`config.mk`:
```
export PLATFORM = sky130hd
export DESIGN_NAME = log_dump
export DESIGN_NICKNAME = d
export VERILOG_FILES = /design/src/rtl/log_dump_pkg.sv /design/src/rtl/log_dump_counter.sv /design/src/rtl/log_dump.sv
export SDC_FILE = /design/constraint.sdc
export NUM_CORES = 1
export LEC_CHECK = 0
export ABC_AREA = 1
export ABC_CLOCK_PERIOD_IN_PS = 1400
export CAP_MARGIN = 25
export CORE_AREA = 2 2 97 76
export DETAILED_ROUTE_END_ITERATION = 16
export DIE_AREA = 0 0 99 78
export GPL_ROUTABILITY_DRIVEN = 0
export GPL_TIMING_DRIVEN = 1
export HOLD_SLACK_MARGIN = 0.15
export PLACE_DENSITY = 0.75
export SETUP_SLACK_MARGIN = 0.02
export SLEW_MARGIN = 20
export SYNTH_ARGS = -nofsm -noshare
export SYNTH_HDL_FRONTEND = slang
export SYNTH_SLANG_ARGS = --single-unit
```
`constraint.sdc`:
```
create_clock -name clockdsp -period 1.4 [get_ports clockdsp]
set_input_delay 0.28 -clock clockdsp [delete_from_list [all_inputs] [get_ports clockdsp]]
set_output_delay 0.28 -clock clockdsp [all_outputs]
set_load 0.005 [all_outputs]
```
`src/rtl/log_dump_pkg.sv`:
```
// Shared DSP package: dump and logger FSM encodings plus byte helpers for the log path.
package log_dump_pkg;

    typedef enum logic [2:0] {
        ST_IDLE,
        ST_ADDR,
        ST_CAPT,
        ST_SEND,
        ST_DONE
    } dump_state_t;

    typedef enum logic [1:0] {
        LOG_IDLE,
        LOG_ARMED,
        LOG_CAPTURE,
        LOG_FULL
    } log_state_t;

    localparam int unsigned BYTES_PER_WORD = 4;

    // Byte lane idx of a 32-bit word, lane 0 = bits 7:0.
    function automatic logic [7:0] word_byte(input logic [31:0] w, input logic [1:0] idx);
        return w[{idx, 3'b000} +: 8];
    endfunction

endpackage

```
`src/rtl/log_dump_counter.sv`:
```
// Modulo-M counter with synchronous clear/enable; max_tick flags the terminal count M-1.
module mod_m_counter #(
    parameter int unsigned M = 10,
    parameter int unsigned N = 4
) (
    input  logic         clk,
    input  logic         reset,
    input  logic         clr,
    input  logic         en,
    output logic [N-1:0] q,
    output logic         max_tick
);

    logic [N-1:0] r_q;

    always_ff @(posedge clk) begin
        if (reset || clr) begin
            r_q <= '0;
        end else if (en) begin
            r_q <= (r_q == N'(M - 1)) ? '0 : r_q + 1'b1;
        end
    end

    assign q        = r_q;
    assign max_tick = (r_q == N'(M - 1));

endmodule

```
`src/rtl/log_dump.sv`:
```
// Streams DEPTH 32-bit log words from external memory port B as LSB-first bytes
// over a valid/ready byte link, with abort and synchronous soft reset.
module log_dump
    import log_dump_pkg::*;
#(
    parameter int unsigned DEPTH  = 32768,
    parameter int unsigned ADDR_W = 15
) (
    input  logic              clockdsp,
    input  logic              soft_reset,
    input  logic              dump_start,
    input  logic              dump_abort,
    input  logic              log_full,
    output logic [ADDR_W-1:0] rd_addr,
    input  logic [31:0]       rd_data,
    output logic [7:0]        tx_data,
    output logic              tx_valid,
    input  logic              tx_ready,
    output logic              busy,
    output logic              dump_done
);

    dump_state_t r_state;
    dump_state_t w_next;

    logic [31:0]     r_shift;
    logic [1:0]      r_byte_idx;
    logic [7:0]      r_tx_data;
    logic            r_tx_valid;

    logic [ADDR_W:0] w_cnt_q;
    logic            w_cnt_max;
    logic            w_cnt_clr;
    logic            w_cnt_en;
    logic            w_hs;
    logic            w_last_byte;
    logic            w_last_word;

    assign w_hs        = r_tx_valid && tx_ready;
    assign w_last_byte = (r_byte_idx == 2'(BYTES_PER_WORD - 1));
    // The counter never passes DEPTH-1; the MSB test only hardens the terminal compare.
    assign w_last_word = w_cnt_max || w_cnt_q[ADDR_W];

    mod_m_counter #(
        .M (DEPTH),
        .N (ADDR_W + 1)
    ) u_word_cnt (
        .clk      (clockdsp),
        .reset    (soft_reset),
        .clr      (w_cnt_clr),
        .en       (w_cnt_en),
        .q        (w_cnt_q),
        .max_tick (w_cnt_max)
    );

    always_ff @(posedge clockdsp) begin
        if (soft_reset) begin
            r_state <= ST_IDLE;
        end else begin
            r_state <= w_next;
        end
    end

    always_comb begin
        w_next    = r_state;
        w_cnt_clr = 1'b0;
        w_cnt_en  = 1'b0;
        unique case (r_state)
            ST_IDLE: begin
                if (dump_start && log_full) begin
                    w_next    = ST_ADDR;
                    w_cnt_clr = 1'b1;
                end
            end
            ST_ADDR: w_next = dump_abort ? ST_DONE : ST_CAPT;
            ST_CAPT: w_next = dump_abort ? ST_DONE : ST_SEND;
            ST_SEND: begin
                if (dump_abort) begin
                    w_next = ST_DONE;
                end else if (w_hs && w_last_byte) begin
                    if (w_last_word) begin
                        w_next = ST_DONE;
                    end else begin
                        w_next   = ST_ADDR;
                        w_cnt_en = 1'b1;
                    end
                end
            end
            ST_DONE: w_next = ST_IDLE;
            default: w_next = ST_IDLE;
        endcase
    end

    always_ff @(posedge clockdsp) begin
        if (soft_reset) begin
            r_shift    <= '0;
            r_byte_idx <= '0;
            r_tx_data  <= '0;
            r_tx_valid <= 1'b0;
        end else begin
            case (r_state)
                ST_CAPT: begin
                    r_shift    <= rd_data;
                    r_byte_idx <= '0;
                    r_tx_data  <= rd_data[7:0];
                    r_tx_valid <= !dump_abort;
                end
                ST_SEND: begin
                    if (dump_abort) begin
                        r_tx_valid <= 1'b0;
                    end else if (w_hs) begin
                        r_byte_idx <= r_byte_idx + 2'd1;
                        if (w_last_byte) begin
                            r_tx_valid <= 1'b0;
                        end else begin
                            r_tx_data <= word_byte(r_shift, r_byte_idx + 2'd1);
                        end
                    end
                end
                default: r_tx_valid <= 1'b0;
            endcase
        end
    end

    assign rd_addr   = w_cnt_q[ADDR_W-1:0];
    assign tx_data   = r_tx_data;
    assign tx_valid  = r_tx_valid;
    assign busy      = (r_state != ST_IDLE);
    assign dump_done = (r_state == ST_DONE);

endmodule
```
* Yosys cells after proc, flatten, opt, wreduce, memory -nomap -nowiden
Cells that the tools add are included.
** Word-level totals
- Flip-flop bits (word level) :: 62
- Input port bits :: 38
- Word-level logic and storage cells :: 60
** Cells by class
- Add/subtract/negate cells :: 2
- Equal/unequal tests :: 13
- Shifts and indexed selects :: 1
- Muxes and demuxes :: 25
- Reductions and logical operators :: 13
** Operator list (count)
- $shiftx 32x6->8 :: 1
- $mux 8 :: 3
- $mux 3 :: 6
- $add 16x1->16 const B :: 1
- $eq 16x15->1 const B :: 1
- $mux 16 :: 1
- $pmux 8 s2 :: 1
- $pmux 3 s4 :: 1
- $mux 1 :: 9
- $ne 3x3->1 const B :: 3
- $ne 2x2->1 const B :: 4
- $eq 3x2->1 const B :: 2
- $mux 2 :: 2
- $pmux 2 s2 :: 1
- $reduce_and 2->1 :: 2
- $reduce_and 4->1 :: 1
- $eq 3x1->1 const B :: 1
- $eq 3x3->1 const B :: 1
- $logic_and 1x1->1 :: 3
- $logic_not 3->1 :: 1
- $reduce_and 3->1 :: 1
- $reduce_bool 3->1 :: 1
- $add 2x1->2 const B :: 1
- $eq 2x2->1 const B :: 1
- 4 further kinds :: 5

* Depth between registers and ports, before layout
Gate-level depths: netlist of the first run.
- Word-level depth :: 6
- Mapped depth :: 11

* Hierarchy
Synthesis of the first run repeated with hierarchy kept, for this count alone.
** Second synthesis, totals
- Cell total of the unflattened synthesis :: 456
- Area total of the unflattened synthesis :: 3096.7 µm²
** By module, submodules not included
- log_dump :: instances 1, cells an instance 328, area an instance 2182.1 µm², sequential area each 920.9 µm²
- mod_m_counter :: instances 1, cells an instance 128, area an instance 914.6 µm², sequential area each 320.3 µm²

* Worst setup path after synthesis of the first run
OpenSTA, ideal clock, no wires.
- Kind :: register to register
- Start point :: reg u_word_cnt.r_q[0], in the netlist u_word_cnt.q[0]
- End point :: reg u_word_cnt.r_q[15], in the netlist u_word_cnt.q[15]
- Setup time :: 0.070 ns
- Data arrival time :: 1.491 ns
- Data required time :: 1.330 ns
- Path slack :: -0.161 ns
- Cell stages (with the launch flop) :: 12
- Buffers on the path :: 1
- Period minus slack after synthesis :: 1.561 ns
- Cell sequence :: dfxtp_1 -> ha_1 -> inv_1 -> nor2_1 -> nand2_1 -> inv_1 -> nand2_1 -> nand3_1 -> nor2_4 -> buf_4 -> nand2_1 -> a21oi_1
** Between the ends
- Word-level cells in the longest chain between the ends :: 6
- Elaborated cells on any way between the ends :: 8
** RTL lines
- start: declaration :: line log_dump_counter.sv:14 : logic [N-1:0] r_q;
- start signal: assignment :: line log_dump_counter.sv:20 : r_q <= (r_q == N'(M - 1)) ? '0 : r_q + 1'b1;
- branches (longest 6 deep; another with $add 16x1->16)
Several ways; the timed one is not identified.
A chain may end at the register's enable or synchronous reset.

* Final worst setup path of the first run
- Start point :: reg r_state[1]
- End point :: reg u_word_cnt.r_q[5], in the netlist u_word_cnt.q[5]
** Between the ends
- Word-level cells in the longest chain between the ends :: 3
- Elaborated cells on any way between the ends :: 5
** RTL lines
- start: declaration :: line log_dump.sv:23 : dump_state_t r_state;
- start signal: assignment :: line log_dump.sv:60 : r_state <= w_next;
- $logic_not 3->1 :: line log_dump.sv:68 : unique case (r_state)
- $mux 1 :: line log_dump.sv:68
- $logic_or 1x1->1 :: line log_dump_counter.sv:17 : if (reset || clr) begin
Parallel ways exist; a longest one is shown, timed or not.

==> results of run 1 <==
## layout make-up
class	count	area (um^2)
clock buffer	13	179
clock inverter	2	15.0
fill	464	1850
inverter	32	134
multi-input combinational	329	1810
sequential	62	1260
tap	84	105
timing repair buffer	136	1310
## metrics by stage
step           instance area [um^2]  total power [mW]   TNS [ns]
3_3_place_gp                   4010              2.47      -5.44
2_1_floorplan                  3080              2.16  -0.000373
4_1_cts                        4550              4.05      -2.43
6_report                       4820              4.22      -4.73
5_1_grt                        4820              4.36      -6.44
3_5_place_dp                   4010              2.48      -7.05
## cells in the mapped netlist
cell type / number / share of area, %
nor3_1: 2 / 0.33
nor3_4: 1 / 0.54
o21ai_0: 26 / 4.3
o21ai_1: 1 / 0.16
nor3b_1: 1 / 0.25
nor2_1: 50 / 6.2
clkinv_1: 1 / 0.12
nand2_1: 148 / 18
clkbuf_1: 14 / 1.7
buf_2: 2 / 0.33
xor2_1: 7 / 2.0
a21oi_2: 1 / 0.29
dfxtp_1: 62 / 41
ha_1: 2 / 0.82
inv_1: 31 / 3.8
nand4_1: 4 / 0.82
a21oi_1: 63 / 10
nor2_4: 1 / 0.37
xnor2_1: 1 / 0.29
o22ai_1: 8 / 1.6
a211oi_1: 1 / 0.25
buf_4: 17 / 4.2
nand3_1: 12 / 2.0
## worst max-delay path, cell delays in order, from the launching register on
cell	delay (ns)
dfxtp_2	0.37
inv_4	0.06
buf_6	0.12
nor3_4	0.22
buf_6	0.15
nand3_4	0.07
nor2_4	0.20
buf_12	0.18
nand2_2	0.07
a21oi_2	0.13
## cell usage in the layout (no fill, tap or decap), types with 13 or more instances in the layout
cell type / count
clkdlybuf4s50_1: 35
o21ai_0: 14
nor2_1: 45
nand2_1: 123
dlygate4sd2_1: 22
buf_4: 50
clkbuf_8: 13
a21oi_1: 42
inv_1: 23
a21oi_2: 20
nand2_2: 13
dfxtp_1: 48
## power breakdown
part | total, mW | leakage [nW] | switching, mW | internal, mW
clock | 1.56 | 0.0938 | 0.736 | 0.826
combinational | 0.791 | 1.53 | 0.410 | 0.381
sequential | 1.87 | 0.508 | 0.0443 | 1.82
total | 4.22 | 2.14 | 1.19 | 3.03
## cell families after synthesis
| family | synth area share [%] |
|---|---|
| xor+xnor | 2.31 |
| compound gates | 17.0 |
| simple gates | 28.8 |
| fa+ha+maj | 0.824 |
| buf+inv | 10.2 |
| flops | 40.9 |
## repair_timing
action | 4_1_cts | 5_1_grt
endpoints found under the setup margin | 76 | 66
pin swaps | 10 | 24
resized for setup | 89 | 88
cloned | 2 | 1
setup buffers | 22 | 5
hold endpoints to repair | 0 | 0
## final timing paths
kind                                   from              end  slack [ns]  cells past startpoint
worst min-delay path             dump_abort       r_state[2]        0.46                      3
worst max-delay path             r_state[1]  u_word_cnt.q[5]       -0.24                      9
worst max register to register   r_state[1]  u_word_cnt.q[5]       -0.24                      9
worst min register to register  r_shift[18]      r_shift[18]        0.47                      2
## sequential cells by signal, indices dropped and copies added (netlist names)
signal / count
r_byte_idx: 2
u_word_cnt.q: 16
tx_valid: 1
tx_data: 8
r_shift: 32
r_state: 3
## metal layers
| layer | vias up | share of wire, % |
|---|---|---|
| met5 | - | 0 |
| met4 | 0 | 3.7 |
| met3 | 42 | 7.9 |
| met2 | 197 | 47 |
| met1 | 1701 | 41 |
| li1 | 1678 | - |
==> impl_metrics.json, run 1 <==
{
  "status": "finished, violations left",
  "violations": "setup timing",
  "busiest_layer": "met2",
  "grt_max_degree": 38,
  "clockBufferDepth": 2,
  "fin_crit_sh_pct": 117,
  "worstMarginPinSlew_ns": 0.389,
  "hold_violations": 0,
  "antenna_found_initial": 0,
  "core_um2": 6670,
  "use_met3_pct": 6.40,
  "cap_violations": 0,
  "grtUsageMet1_pct": 34.2,
  "fp-row-count": 26,
  "cp.arrival_ns": 1.93,
  "finalSetupViolCount": 34,
  "overflow": 0,
  "peakVddDrop_v": 0.000624,
  "grt_setup_unrepaired": "true",
  "final-max-slew-violation-count": 0,
  "ys_seq_area_share_pct": 40.9,
  "period_minus_slack_ns": 1.64,
  "finish.utilization_pct": 72.3,
  "totalWireLength_um": 11100,
  "port-buffer-count": 63,
  "clk-insertion-delay-late_ns": 0.36,
  "critPathCaptureType": "flip-flop",
  "cts_tree": "built",
  "synthDistinctLibCells": 23,
  "start_util_pct": 45.5,
  "path_clk_slew_ns": 0.08,
  "h-tree-depth": 3,
  "drt-initial-drc-count": 313,
  "grt_pass1_wl_um": 15200,
  "via_per_inst": 5.50,
  "fmax_mhz": 610,
  "skew_ns": 0.00957,
  "diodes": 0,
  "vias": 3618,
  "synth_fp_nets": 496,
  "drive_above_1_share_pct": 31.4,
  "detail_route.wl_per_cell_um": 16.8,
  "slew_headroom_pct": 74.0,
  "met2_usage_pct": 38.0,
  "dp_hpwl_um": 6060,
  "dpl_worst_slack_ns": -0.372,
  "numCtsBuffers": 9,
  "dpl.cell_count": 616,
  "grt_pass1_vias": 3133,
  "clock-sinks": 62,
  "die_width_um": 99,
  "avgSynthCellArea_um2": 6.66,
  "ant_nets": 0,
  "p_per_area_nw_per_um2": 876,
  "critical_path_class": "flip-flop to flip-flop",
  "hold_class": "input pin to flip-flop",
  "ys_ff_latch": 62,
  "holdBufCountCts": 0,
  "syn_to_final_growth_pct": 58.7,
  "final_nets": 610,
  "dieHeight_um": 78,
  "leakage_nw": 2.14,
  "drt_first_pass_iters": 5,
  "fin_hold_ws_ns": 0.461,
  "final.setup.worst_slack_ns": -0.241,
  "design.portCount": 64,
  "cp-start-kind": "flip-flop",
  "crit_fanout": 8,
  "finalNonFillerCells": 658,
  "worstPathRequired_ns": 1.69,
  "syn_area_um2": 3040,
  "cts_root_buf": "clkbuf_8",
  "drc": 0,
  "track_usage_pct": 24.9,
  "die-area_um2": 7720,
  "synthCells": 456,
  "yosysWarnings": 0
}
No activity file was read; power rests on OpenSTA's default activity.
==> run 2: changes to the inputs <==
Settings changed: REMOVE_ABC_BUFFERS from default to 1.
==> impl_metrics.json, run 2 (same netlist as run 1, synthesis figures left out) <==
{
  "violations": "setup timing",
  "diodes": 0,
  "fp-row-count": 26,
  "cts_tree": "built",
  "clockBufferDepth": 2,
  "drt-initial-drc-count": 268,
  "die-area_um2": 7720,
  "grt_setup_unrepaired": "true",
  "skew_ns": 0.0105,
  "clk-insertion-delay-late_ns": 0.34,
  "grt_max_degree": 33,
  "drt_first_pass_iters": 5,
  "core_um2": 6670,
  "grt_pass1_wl_um": 14500,
  "via_per_inst": 5.21,
  "critPathCaptureType": "flip-flop",
  "nFillCells": 516,
  "numCtsBuffers": 9,
  "largest_reg_flops": 32,
  "port-buffer-count": 63,
  "final.setup.worst_slack_ns": -0.213,
  "hold_class": "flip-flop to flip-flop",
  "worstPathRequired_ns": 1.63,
  "final_nets": 608,
  "p_per_area_nw_per_um2": 931,
  "start_util_pct": 45.5,
  "cp.arrival_ns": 1.84,
  "final_cell_mix": "nand2_1, buf_4, a21oi_1",
  "antenna_found_initial": 0,
  "fin_crit_sh_pct": 115,
  "hold_violations": 0,
  "dp_hpwl_um": 5490,
  "status": "finished, violations left",
  "finalPower_mw": 4.36,
  "period_minus_slack_ns": 1.61,
  "drive_above_1_share_pct": 30.9,
  "holdBufCountCts": 0,
  "ant_nets": 0,
  "cp-start-kind": "flip-flop",
  "peakVddDrop_v": 0.000602,
  "overflow": 0,
  "finalSetupViolCount": 26,
  "die_width_um": 99,
  "h-tree-depth": 3,
  "vias": 3421,
  "reg2reg_depth": 9,
  "path_clk_slew_ns": 0.08,
  "finish.utilization_pct": 70.2,
  "fin_area_um2": 4680,
  "min_path_cells": 2,
  "worstMarginPinSlew_ns": 0.371,
  "final-max-slew-violation-count": 0,
  "critical_path_class": "flip-flop to flip-flop",
  "tns_ns": -3.70,
  "design.portCount": 64,
  "dieHeight_um": 78,
  "crit_fanout": 8,
  "leakage_nw": 1.96,
  "syn_to_final_growth_pct": 54.1,
  "fin_hold_ws_ns": 0.456,
  "track_usage_pct": 23.3,
  "placed_cell_area_um2": 3970,
  "clock-sinks": 62,
  "grt_pass1_vias": 3137,
  "totalWireLength_um": 9440,
  "regMostFlops": "r_shift",
  "drc": 0,
  "cap_violations": 0,
  "slew_headroom_pct": 75.2,
  "fmax_mhz": 620,
  "cts_root_buf": "clkbuf_8",
  "detail_route.wl_per_cell_um": 14.4,
  "final_common_cell": "nand2_1"
}
run 2: metrics by stage:
step                      cells  setup WS [ns]
after floorplan             423         -0.938
after global placement      616         -0.258
after detailed placement    616         -0.313
after CTS                   649         -0.173
after global routing        657         -0.279
final                       657         -0.213
run 2: path summary, 6_finish.rpt:
check                         from          endpoint  slack (ns)
setup reg to reg        r_state[0]        tx_data[1]       -0.21
setup / recovery        r_state[0]        tx_data[1]       -0.21
hold reg to reg   u_word_cnt.q[14]  u_word_cnt.q[14]        0.46
hold / removal    u_word_cnt.q[14]  u_word_cnt.q[14]        0.46
run 2: report_power, final:
group | switching [mW] | internal (mW)
sequential | 0.0374 | 1.82
clock | 0.723 | 1.10
combinational | 0.343 | 0.328
run 2: what timing repair did:
item / CTS / global route
endpoints found under the setup margin: 54 / 55
endpoints found under the hold margin: 0 / 0
pin swaps: 15 / 29
setup buffers: 16 / 8
resized for setup: 87 / 57
cloned: 1 / 1
run 2: critical path, cell delays in order, from the launching register on:
cell        delay (ns)
dfxtp_2           0.34
inv_2             0.05
buf_6             0.11
nor3_4            0.21
buf_6             0.16
clkinvlp_4        0.22
nand2_1           0.13
nand2_1           0.08
a21oi_2           0.12
nor2_1            0.07
run 2: layout make-up:
cell class                      count  area [um^2]  share of cell area [%]
Multi-Input combinational cell    329         1720                    36.7
Tap cell                           84          105                    2.25
Sequential cell                    62         1270                    27.2
Timing Repair Buffer              134         1220                    26.0
Clock buffer                       11          151                    3.24
Inverter                           32          131                    2.81
Clock inverter                      5         81.3                    1.74
run 2: layer usage:
layer  wire, um  up-vias  track usage (%)
met4        275        0             7.53
met2       4550      157             38.9
met5          0        -                0
met3        653       29             5.41
li1           -     1672                -
met1       3960     1563             29.9
==> run 3: changes to the inputs <==
Settings changed: TNS_END_PERCENT from default to 100.
==> results of run 3 <==
Same layout as run 2: the final DEF is identical, and so are final timing and power.
